[config.mk]
export PLATFORM = sky130hd
export DESIGN_NAME = ifetch_queue
export DESIGN_NICKNAME = d
export VERILOG_FILES = /design/src/rtl/ifetch_queue.sv
export SDC_FILE = /design/constraint.sdc
export NUM_CORES = 1
export LEC_CHECK = 0
export CAP_MARGIN = 20
export CELL_PAD_IN_SITES_DETAIL_PLACEMENT = 1
export CELL_PAD_IN_SITES_GLOBAL_PLACEMENT = 1
export CORE_MARGIN = 4
export CORE_UTILIZATION = 47
export CTS_CLUSTER_SIZE = 8
export DETAILED_ROUTE_END_ITERATION = 12
export PLACE_DENSITY = 0.81
export SKIP_LAST_GASP = 1
export SYNTH_ARGS = -nofsm -noshare
export SYNTH_HDL_FRONTEND = slang
export SYNTH_SLANG_ARGS = --single-unit
[constraint.sdc]
create_clock -name clk -period 3.1 [get_ports clk]
set_input_delay 0.62 -clock clk [delete_from_list [all_inputs] [get_ports clk]]
set_output_delay 0.62 -clock clk [all_outputs]
set_load 0.02 [all_outputs]
[src/rtl/ifetch_queue.sv]
// Prefetching fetch stage: ack-to-v_o latency 1 cycle (no bypass), up to MAXOUT requests in flight.
// Backpressure: rdy_i low holds the head; requests stop once queue slots plus in-flight reach DEPTH.

module ifq_fifo #(
    parameter int W     = 48,
    parameter int DEPTH = 4,
    parameter int CW    = $clog2(DEPTH + 1)
) (
    input  logic          clk,
    input  logic          rst,
    input  logic          i_flush,
    input  logic          i_push,
    input  logic [W-1:0]  i_push_dat,
    input  logic          i_pop,
    output logic [W-1:0]  o_head_dat,
    output logic [CW-1:0] o_cnt
);
    localparam int AW = $clog2(DEPTH);

    logic [W-1:0]  r_mem [DEPTH];
    logic [AW-1:0] r_rd;
    logic [AW-1:0] r_wr;
    logic [CW-1:0] r_cnt;

    // Storage is data-only; occupancy is tracked by the pointers and r_cnt.
    always_ff @(posedge clk) begin
        if (i_push && !i_flush) begin
            r_mem[r_wr] <= i_push_dat;
        end
    end

    always_ff @(posedge clk or negedge rst) begin
        if (!rst) begin
            r_rd  <= '0;
            r_wr  <= '0;
            r_cnt <= '0;
        end else if (i_flush) begin
            r_rd  <= '0;
            r_wr  <= '0;
            r_cnt <= '0;
        end else begin
            if (i_push) begin
                r_wr <= r_wr + AW'(1);
            end
            if (i_pop) begin
                r_rd <= r_rd + AW'(1);
            end
            r_cnt <= r_cnt + CW'(i_push) - CW'(i_pop);
        end
    end

    assign o_head_dat = r_mem[r_rd];
    assign o_cnt      = r_cnt;
endmodule

module ifetch_queue #(
    parameter int          WORD   = 32,
    parameter int          ADDR   = 16,
    parameter int          DEPTH  = 4,
    parameter int          MAXOUT = 2,
    parameter int unsigned RST_PC = 0,
    parameter int unsigned INC    = 1
) (
    input  logic            clk,
    input  logic            rst,
    output logic            req_o,
    output logic [ADDR-1:0] addr_o,
    input  logic            gnt_i,
    input  logic            ack_i,
    input  logic [WORD-1:0] inst_i,
    output logic            v_o,
    output logic [WORD-1:0] inst_o,
    output logic [ADDR-1:0] pc_o,
    input  logic            rdy_i,
    input  logic            branch_i,
    input  logic [ADDR-1:0] baddr_i,
    output logic            err_o
);
    localparam int CW = $clog2(DEPTH + 1);
    localparam int OW = $clog2(MAXOUT + 1);

    typedef struct packed {
        logic [ADDR-1:0] pc;
        logic [WORD-1:0] inst;
    } ent_t;

    logic [ADDR-1:0] r_fetch_pc;
    logic [ADDR-1:0] r_resp_pc;
    logic [OW-1:0]   r_outst;
    logic [OW-1:0]   r_drop;
    logic            r_err;

    logic [CW-1:0]   w_cnt;
    ent_t            w_head;
    ent_t            w_push_ent;
    logic            w_credit_q;
    logic            w_credit_o;
    logic            w_req;
    logic            w_fire;
    logic            w_ack_drop;
    logic            w_ack_push;
    logic            w_ack_spur;
    logic            w_push;
    logic            w_pop;
    logic [OW-1:0]   w_drop_sum;

    // Queue credit counts in-flight requests too, so every live ack has a slot waiting.
    assign w_credit_q = (int'(w_cnt) + int'(r_outst)) < DEPTH;
    assign w_credit_o = (int'(r_outst) + int'(r_drop)) < MAXOUT;
    assign w_req      = rst & ~branch_i & w_credit_q & w_credit_o;
    assign w_fire     = w_req & gnt_i;

    assign w_ack_drop = ack_i & (r_drop != '0);
    assign w_ack_push = ack_i & (r_drop == '0) & (r_outst != '0);
    assign w_ack_spur = ack_i & (r_drop == '0) & (r_outst == '0);

    assign w_push     = w_ack_push & ~branch_i;
    assign w_pop      = v_o & rdy_i & ~branch_i;
    assign w_drop_sum = r_drop + r_outst;

    assign w_push_ent.pc   = r_resp_pc;
    assign w_push_ent.inst = inst_i;

    ifq_fifo #(
        .W     ($bits(ent_t)),
        .DEPTH (DEPTH),
        .CW    (CW)
    ) u_fifo (
        .clk        (clk),
        .rst        (rst),
        .i_flush    (branch_i),
        .i_push     (w_push),
        .i_push_dat (w_push_ent),
        .i_pop      (w_pop),
        .o_head_dat (w_head),
        .o_cnt      (w_cnt)
    );

    always_ff @(posedge clk or negedge rst) begin
        if (!rst) begin
            r_fetch_pc <= ADDR'(RST_PC);
            r_resp_pc  <= ADDR'(RST_PC);
            r_outst    <= '0;
            r_drop     <= '0;
            r_err      <= 1'b0;
        end else begin
            if (w_ack_spur) begin
                r_err <= 1'b1;
            end
            if (branch_i) begin
                // Everything in flight becomes stale; an ack arriving now retires one of them.
                r_fetch_pc <= baddr_i;
                r_resp_pc  <= baddr_i;
                r_outst    <= '0;
                r_drop     <= w_drop_sum - OW'(ack_i && (w_drop_sum != '0));
            end else begin
                if (w_fire) begin
                    r_fetch_pc <= r_fetch_pc + ADDR'(INC);
                end
                if (w_ack_push) begin
                    r_resp_pc <= r_resp_pc + ADDR'(INC);
                end
                r_outst <= r_outst + OW'(w_fire) - OW'(w_ack_push);
                r_drop  <= r_drop - OW'(w_ack_drop);
            end
        end
    end

    assign req_o  = w_req;
    assign addr_o = r_fetch_pc;
    assign v_o    = (w_cnt != '0);
    assign inst_o = w_head.inst;
    assign pc_o   = w_head.pc;
    assign err_o  = r_err;
endmodule

==> results of run 1 <==
[sequential cells by signal (all words and copies together), names as in the netlist]
name          cells
addr_o           16
err_o             1
r_drop            2
r_outst           2
r_resp_pc        16
u_fifo.o_cnt      3
u_fifo.r_mem    192
u_fifo.r_rd       2
u_fifo.r_wr       2
[per-stage QoR]
stage / instances / setup TNS, ns / total power [uW]
4_1_cts: 946 / -0.0261 / 8900
2_1_floorplan: 514 / 0 / 4770
3_5_place_dp: 895 / 0 / 5530
3_3_place_gp: 895 / 0 / 5460
6_report: 946 / 0 / 8780
5_1_grt: 946 / 0 / 9210
[critical path, delay by kind of cell, from the launching register on]
kind                   cells  cell delay (ns)
buffers and inverters      2             0.81
multiplexers               1             0.58
flip-flops                 1             0.47
[cell usage after synthesis, drive strengths merged, types with 6 or more instances]
library cell and n:
nand2 27, buf 11, and3 8, a21oi 9
nand4 8, nor2 24, xor2 12, and4 6
o211ai 6, mux4 48, clkbuf 8, xnor2 15
dfrtp 44, edfxtp 192, nand3 13, ha 14
o21ai 22, inv 14
[logic make-up (layout without fill, tap and decap cells)]
| family | count (synthesis) | count (layout) | synth area share, % |
|---|---|---|---|
| fa+ha+maj | 16 | 16 | 2.28 |
| mux | 53 | 53 | 12.0 |
| xor+xnor | 27 | 27 | 2.51 |
| simple gates | 97 | 97 | 5.46 |
| flops | 236 | 236 | 72.9 |
| buf+inv | 34 | 201 | 1.57 |
| compound gates | 51 | 51 | 3.31 |
[final cells by class]
cell class,count,area share (%)
sequential,236,57.0
timing repair buffer,137,11.7
multi-input combinational,244,20.0
inverter,15,0.467
clock inverter,3,0.249
clock buffer,46,7.79
tap,265,2.75
[power groups by stage]
stage               clock network [uW]  logic [uW]  registers [uW]
CTS                               3400        1780            3720
floorplan                            0        1020            3750
detailed placement                   0        1730            3800
global route                      3590        1880            3740
finish                            3310        1740            3720
global placement                     0        1680            3780
[layout by cell type (no fill, tap or decap), types with 12 or more instances in the layout]
cell type,synthesis,routed
xnor2_1,15,15
ha_1,14,14
nand3_1,13,13
edfxtp_1,192,192
xor2_1,12,12
nand2_1,27,27
clkdlybuf4s50_1,0,118
inv_1,13,13
o21ai_0,20,20
dfrtp_1,44,42
mux4_2,48,48
clkbuf_16,0,36
nor2_1,24,24
[how the worst min path moves through the flow]
stage          cells after the start  slack, ns  start          to
2_1_floorplan                      0       0.32    rst   addr_o[0]
3_3_place_gp                       1       0.45  err_o       err_o
3_5_place_dp                       1       0.46  err_o       err_o
4_1_cts                            2       0.31    rst  addr_o[15]
5_1_grt                            2       0.31    rst  addr_o[15]
6_report                           2       0.26    rst  addr_o[15]
[per-layer routing]
metal	vias up	track usage, %	share of wire (%)
met3	27	4.42	5.8
met2	177	31.6	50
li1	2335	-	-
met5	-	0	0
met1	2672	26.4	43
met4	0	4.90	1.5
[repair_timing]
action                     in CTS  in global routing
buffers inserted                2                  0
resized for setup               1                  2
setup endpoints to repair      16                  1
==> impl_metrics.csv, run 1 <==
group,metric,value,unit
timing,period_minus_slack,2.98,ns
critical_path,r2r_end,"r_outst[1]",
clock_tree,cts_sinks,236,
floorplan,core_region_area,19600,um2
timing,holdWs,0.262,ns
timing,final.setup.worst_slack,0.123,ns
floorplan,die_h,150,um
global_routing,antenna_found_initial,0,
critical_path,worstPathArrival,2.36,ns
timing,finalCritPeriodShare,96.0,%
power,pwr_density_cell,728,nW/um2
synthesis,syn_area,9430,um2
synthesis,syn_avg_cell_area,18.3,um2
finish,post-route-util,61.5,%
finish,final_area,12100,um2
synthesis,ys_types,42,
timing,final.setup_skew,0.0138,ns
timing,worst_slew_pin_slew,0.676,ns
clock_tree,cts_buffers,35,
route,drtIter0Drc,269,
synthesis,synthTopCellsByArea,"edfxtp_1 (61%), dfrtp_1 (12%), mux4_2 (11%), ha_1 (1.9%), xnor2_1 (1.4%)",
synthesis,synth_top_area_share,61.2,%
global_routing,grt_max_degree,49,
route,drc,0,
route,ant_nets,0,
placement,place_congestion,0.791,
synthesis,synth-seq-cells,236,
finish,nNetsFinal,739,
timing,max_slew_margin,54.8,%
finish,multi_input_area,2420,um2
clock_tree,ctsHoldBuffers,0,
timing,drv_slew,0,
finish,syn_to_final_growth,27.9,%
synthesis,async_flop_share,18.6,%
outcome,status,"finished, final reports clean",
critical_path,cp_slowest_cell,"mux4_2",
floorplan,io_pins,121,
critical_path,r2r_start,"r_outst[0]",
placement,place_hpwl,13200,um
floorplan,start_util,48.1,%
global_routing,grt_overflow_total,0,
critical_path,startpoint,"u_fifo.r_rd[0]",
global_routing,grt_pass1_vias,5936,
floorplan,die_area,22400,um2
power,cellLeakagePower,0.00412,uW
finish,fillCellCount,1752,
synthesis,synthesis.nets,584,
floorplan,rows,51,
critical_path,critPathCapture,"inst_o[6]",
flow_run,drv_cap,0,
route,firstDrtPassIters,4,
power,seqPwrFrac,42.4,%
route,viasPerCell,5.51,
critical_path,path_class,"flip-flop to primary output",
route,vias,5211,
power,swShare,25.3,%
global_routing,track_usage,19.2,%
clock_tree,cts_root_buf,"clkbuf_16",
critical_path,max_stage_delay,0.58,ns
synthesis,yosysWarnings,0,
placement,portBuffers,120,
power,clockPowerShare,37.8,%
floorplan,die_w,150,um
clock_tree,cts_max_level,2,
placement,place_ws,0.112,ns
route,wire_per_inst,21.6,um
synthesis,yosys.area.top_type,"edfxtp_1",
synthesis,seq_area_frac_synth,72.9,%
power,p_sw,2220,uW
timing,setup_viol,0,
finish,diodes,0,
critical_path,critPathRequiredTime,2.48,ns
power,p_int,6550,uW
power,power_frac_comb,19.8,%
clock_tree,clockBufferDepth,3,
critical_path,crit_fanout,26,
critical_path,reg2reg_slack,0.38,ns
timing,clock.fmax,0.336,GHz
worst_hold_path,hp-class,"input pin to asynchronous set/reset pin",
clock_tree,cts_tree,"done",
critical_path,crit_path_end_kind,"primary output",
synthesis,yosys_most_used_dff,"edfxtp_1",
placement,postPlaceCellArea,11100,um2
route,wirelength,20500,um
finish,regArea,6870,um2
critical_path,cp-start-kind,"flip-flop",
power,vdd_drop_max,0.000395,V
timing,rsz0062_at_grt,"no",
clock_tree,clkTransAtPathRegs,0.05,ns
synthesis,syn_inst,514,
synthesis,synth_edf_count,192,
global_routing,grt_pass1_wl,33300,um
critical_path,crit_path_cell_trace,"buf_12 -> mux4_2 -> clkdlybuf4s50_1",
clock_tree,clk_latency,0.49,ns
critical_path,reg2reg_depth,10,
finish,drive_gt1_share,17.5,%
timing,finalHoldViolCount,0,
No activity file was read; power rests on OpenSTA's default activity.
==> inputs of run 2 (changes only) <==
--- a/config.mk
+++ b/config.mk
@@ -9,10 +9,11 @@
 export CELL_PAD_IN_SITES_DETAIL_PLACEMENT = 1
 export CELL_PAD_IN_SITES_GLOBAL_PLACEMENT = 1
 export CORE_MARGIN = 4
-export CORE_UTILIZATION = 47
+export CORE_UTILIZATION = 49
+export CTS_BUF_LIST = sky130_fd_sc_hd__clkbuf_8
 export CTS_CLUSTER_SIZE = 8
 export DETAILED_ROUTE_END_ITERATION = 12
-export PLACE_DENSITY = 0.81
+export PLACE_DENSITY = 0.84
 export SKIP_LAST_GASP = 1
 export SYNTH_ARGS = -nofsm -noshare
 export SYNTH_HDL_FRONTEND = slang
==> impl_metrics.csv, run 2 (synthesis gave the netlist of run 1 again) <==
group,metric,value,unit
timing,final.setup_skew,0.0272,ns
power,finalPower,8050,uW
placement,portBuffers,120,
timing,finalCritPeriodShare,95.7,%
placement,postPlaceCellArea,11100,um2
global_routing,track_usage,20.0,%
timing,period_minus_slack,2.97,ns
route,firstDrtPassIters,4,
power,pwr_density_cell,680,nW/um2
clock_tree,cts_max_level,2,
clock_tree,cts_buffers,40,
placement,place_hpwl,13800,um
floorplan,core_region_area,18800,um2
floorplan,rows,50,
floorplan,io_pins,121,
finish,nNetsFinal,747,
finish,drive_gt1_share,18.6,%
finish,final_common_cell,"edfxtp_1",
finish,regMostFlops,"u_fifo.r_mem",
critical_path,path_class,"flip-flop to primary output",
flow_run,drv_cap,0,
floorplan,start_util,50.1,%
timing,setup_viol,0,
floorplan,die_w,147,um
global_routing,antenna_found_initial,0,
clock_tree,cts_root_buf,"clkbuf_8",
route,ant_nets,0,
critical_path,crit_path_end_kind,"primary output",
worst_hold_path,hp-class,"input pin to asynchronous set/reset pin",
floorplan,die_h,147,um
route,wirelength,21100,um
route,drc,0,
clock_tree,clk_latency,0.54,ns
timing,fin_tns_setup,0,ns
finish,diodes,0,
finish,largest_register_ffs,192,
critical_path,worstPathArrival,2.35,ns
global_routing,grt_pass1_vias,5984,
finish,finalNonFillerCells,964,
critical_path,crit_fanout,21,
power,vdd_drop_max,0.000393,V
clock_tree,clockBufferDepth,3,
timing,worst_slew_pin_slew,0.622,ns
route,viasPerCell,5.53,
global_routing,grt_pass1_wl,33600,um
finish,mostFrequentLayoutCells,"edfxtp_1 (192), clkdlybuf4s50_1 (118), mux4_2 (48)",
finish,syn_to_final_growth,25.6,%
outcome,status,"finished, final reports clean",
clock_tree,clkTransAtPathRegs,0.07,ns
timing,max_slew_margin,58.4,%
clock_tree,cts_tree,"done",
critical_path,critPathRequiredTime,2.48,ns
timing,finalHoldViolCount,0,
global_routing,grt_overflow_total,0,
route,drtIter0Drc,304,
timing,rsz0062_at_grt,"no",
critical_path,cp-start-kind,"flip-flop",
route,wire_per_inst,21.9,um
finish,final_area,11800,um2
timing,drv_slew,0,
placement,place_congestion,0.861,
route,vias,5329,
floorplan,die_area,21500,um2
finish,post-route-util,62.9,%
placement,dp_cells,893,
clock_tree,cts_sinks,236,
power,cellLeakagePower,0.00409,uW
global_routing,grt_max_degree,45,
clock_tree,ctsHoldBuffers,0,
timing,clock.fmax,0.337,GHz
==> run 2: cell type report <==
type                       count  area [um2]
clock inverter                27         163
timing repair buffer         140        1430
multi-input combinational    244        2420
tap                          260         325
fill                        1687        6990
clock buffer                  42         578
sequential                   236        6870
inverter                      15        56.3
==> run 2: per-layer routing <==
metal	vias up	routed length, um	share of wire, %	GRT usage (%)
met3	29	1250	5.9	5.12
li1	2359	-	-	-
met4	0	295	1.4	4.94
met1	2766	9000	43	26.9
met2	175	10500	50	33.2
met5	-	0	0	0
==> run 2: timing repair <==
action | in CTS | in global routing
hold endpoints to repair | 0 | 0
setup buffers | 2 | 0
endpoints found under the setup margin | 36 | 1
resized for setup | 1 | 2
==> run 2: where the power goes <==
part           leakage (uW)  internal (uW)  switching, uW
clock              0.000432           1420           1180
combinational       0.00140            901            838
sequential          0.00226           3550            166
total               0.00409           5870           2180
==> run 2: metrics by stage <==
| step | hold slack, ns | setup WS (ns) |
|---|---|---|
| after floorplan | 0.324 | 0.195 |
| after global placement | 0.452 | 0.271 |
| after detailed placement | 0.454 | 0.183 |
| after CTS | 0.248 | -0.0692 |
| after global routing | 0.282 | 0.0197 |
| final | 0.254 | 0.134 |
==> run 2: worst paths after layout <==
| path | depth (start not counted) | to | start | slack, ns |
|---|---|---|---|---|
| worst max-delay path | 3 | inst_o[12] | u_fifo.r_rd[0] | 0.13 |
| worst min-delay path | 2 | addr_o[4] | rst | 0.25 |
| worst max register to register | 10 | r_outst[1] | r_outst[0] | 0.26 |
| worst min register to register | 1 | err_o | err_o | 0.46 |
| max in group asynchronous | 2 | u_fifo.r_rd[0] | rst | 2.39 |
| min in group clk | 1 | err_o | err_o | 0.46 |
==> run 2: worst max-delay path, stage by stage, from the launching register on <==
cell	delay [ns]
dfrtp_4	0.47
buf_12	0.23
mux4_2	0.53
clkdlybuf4s50_1	0.59
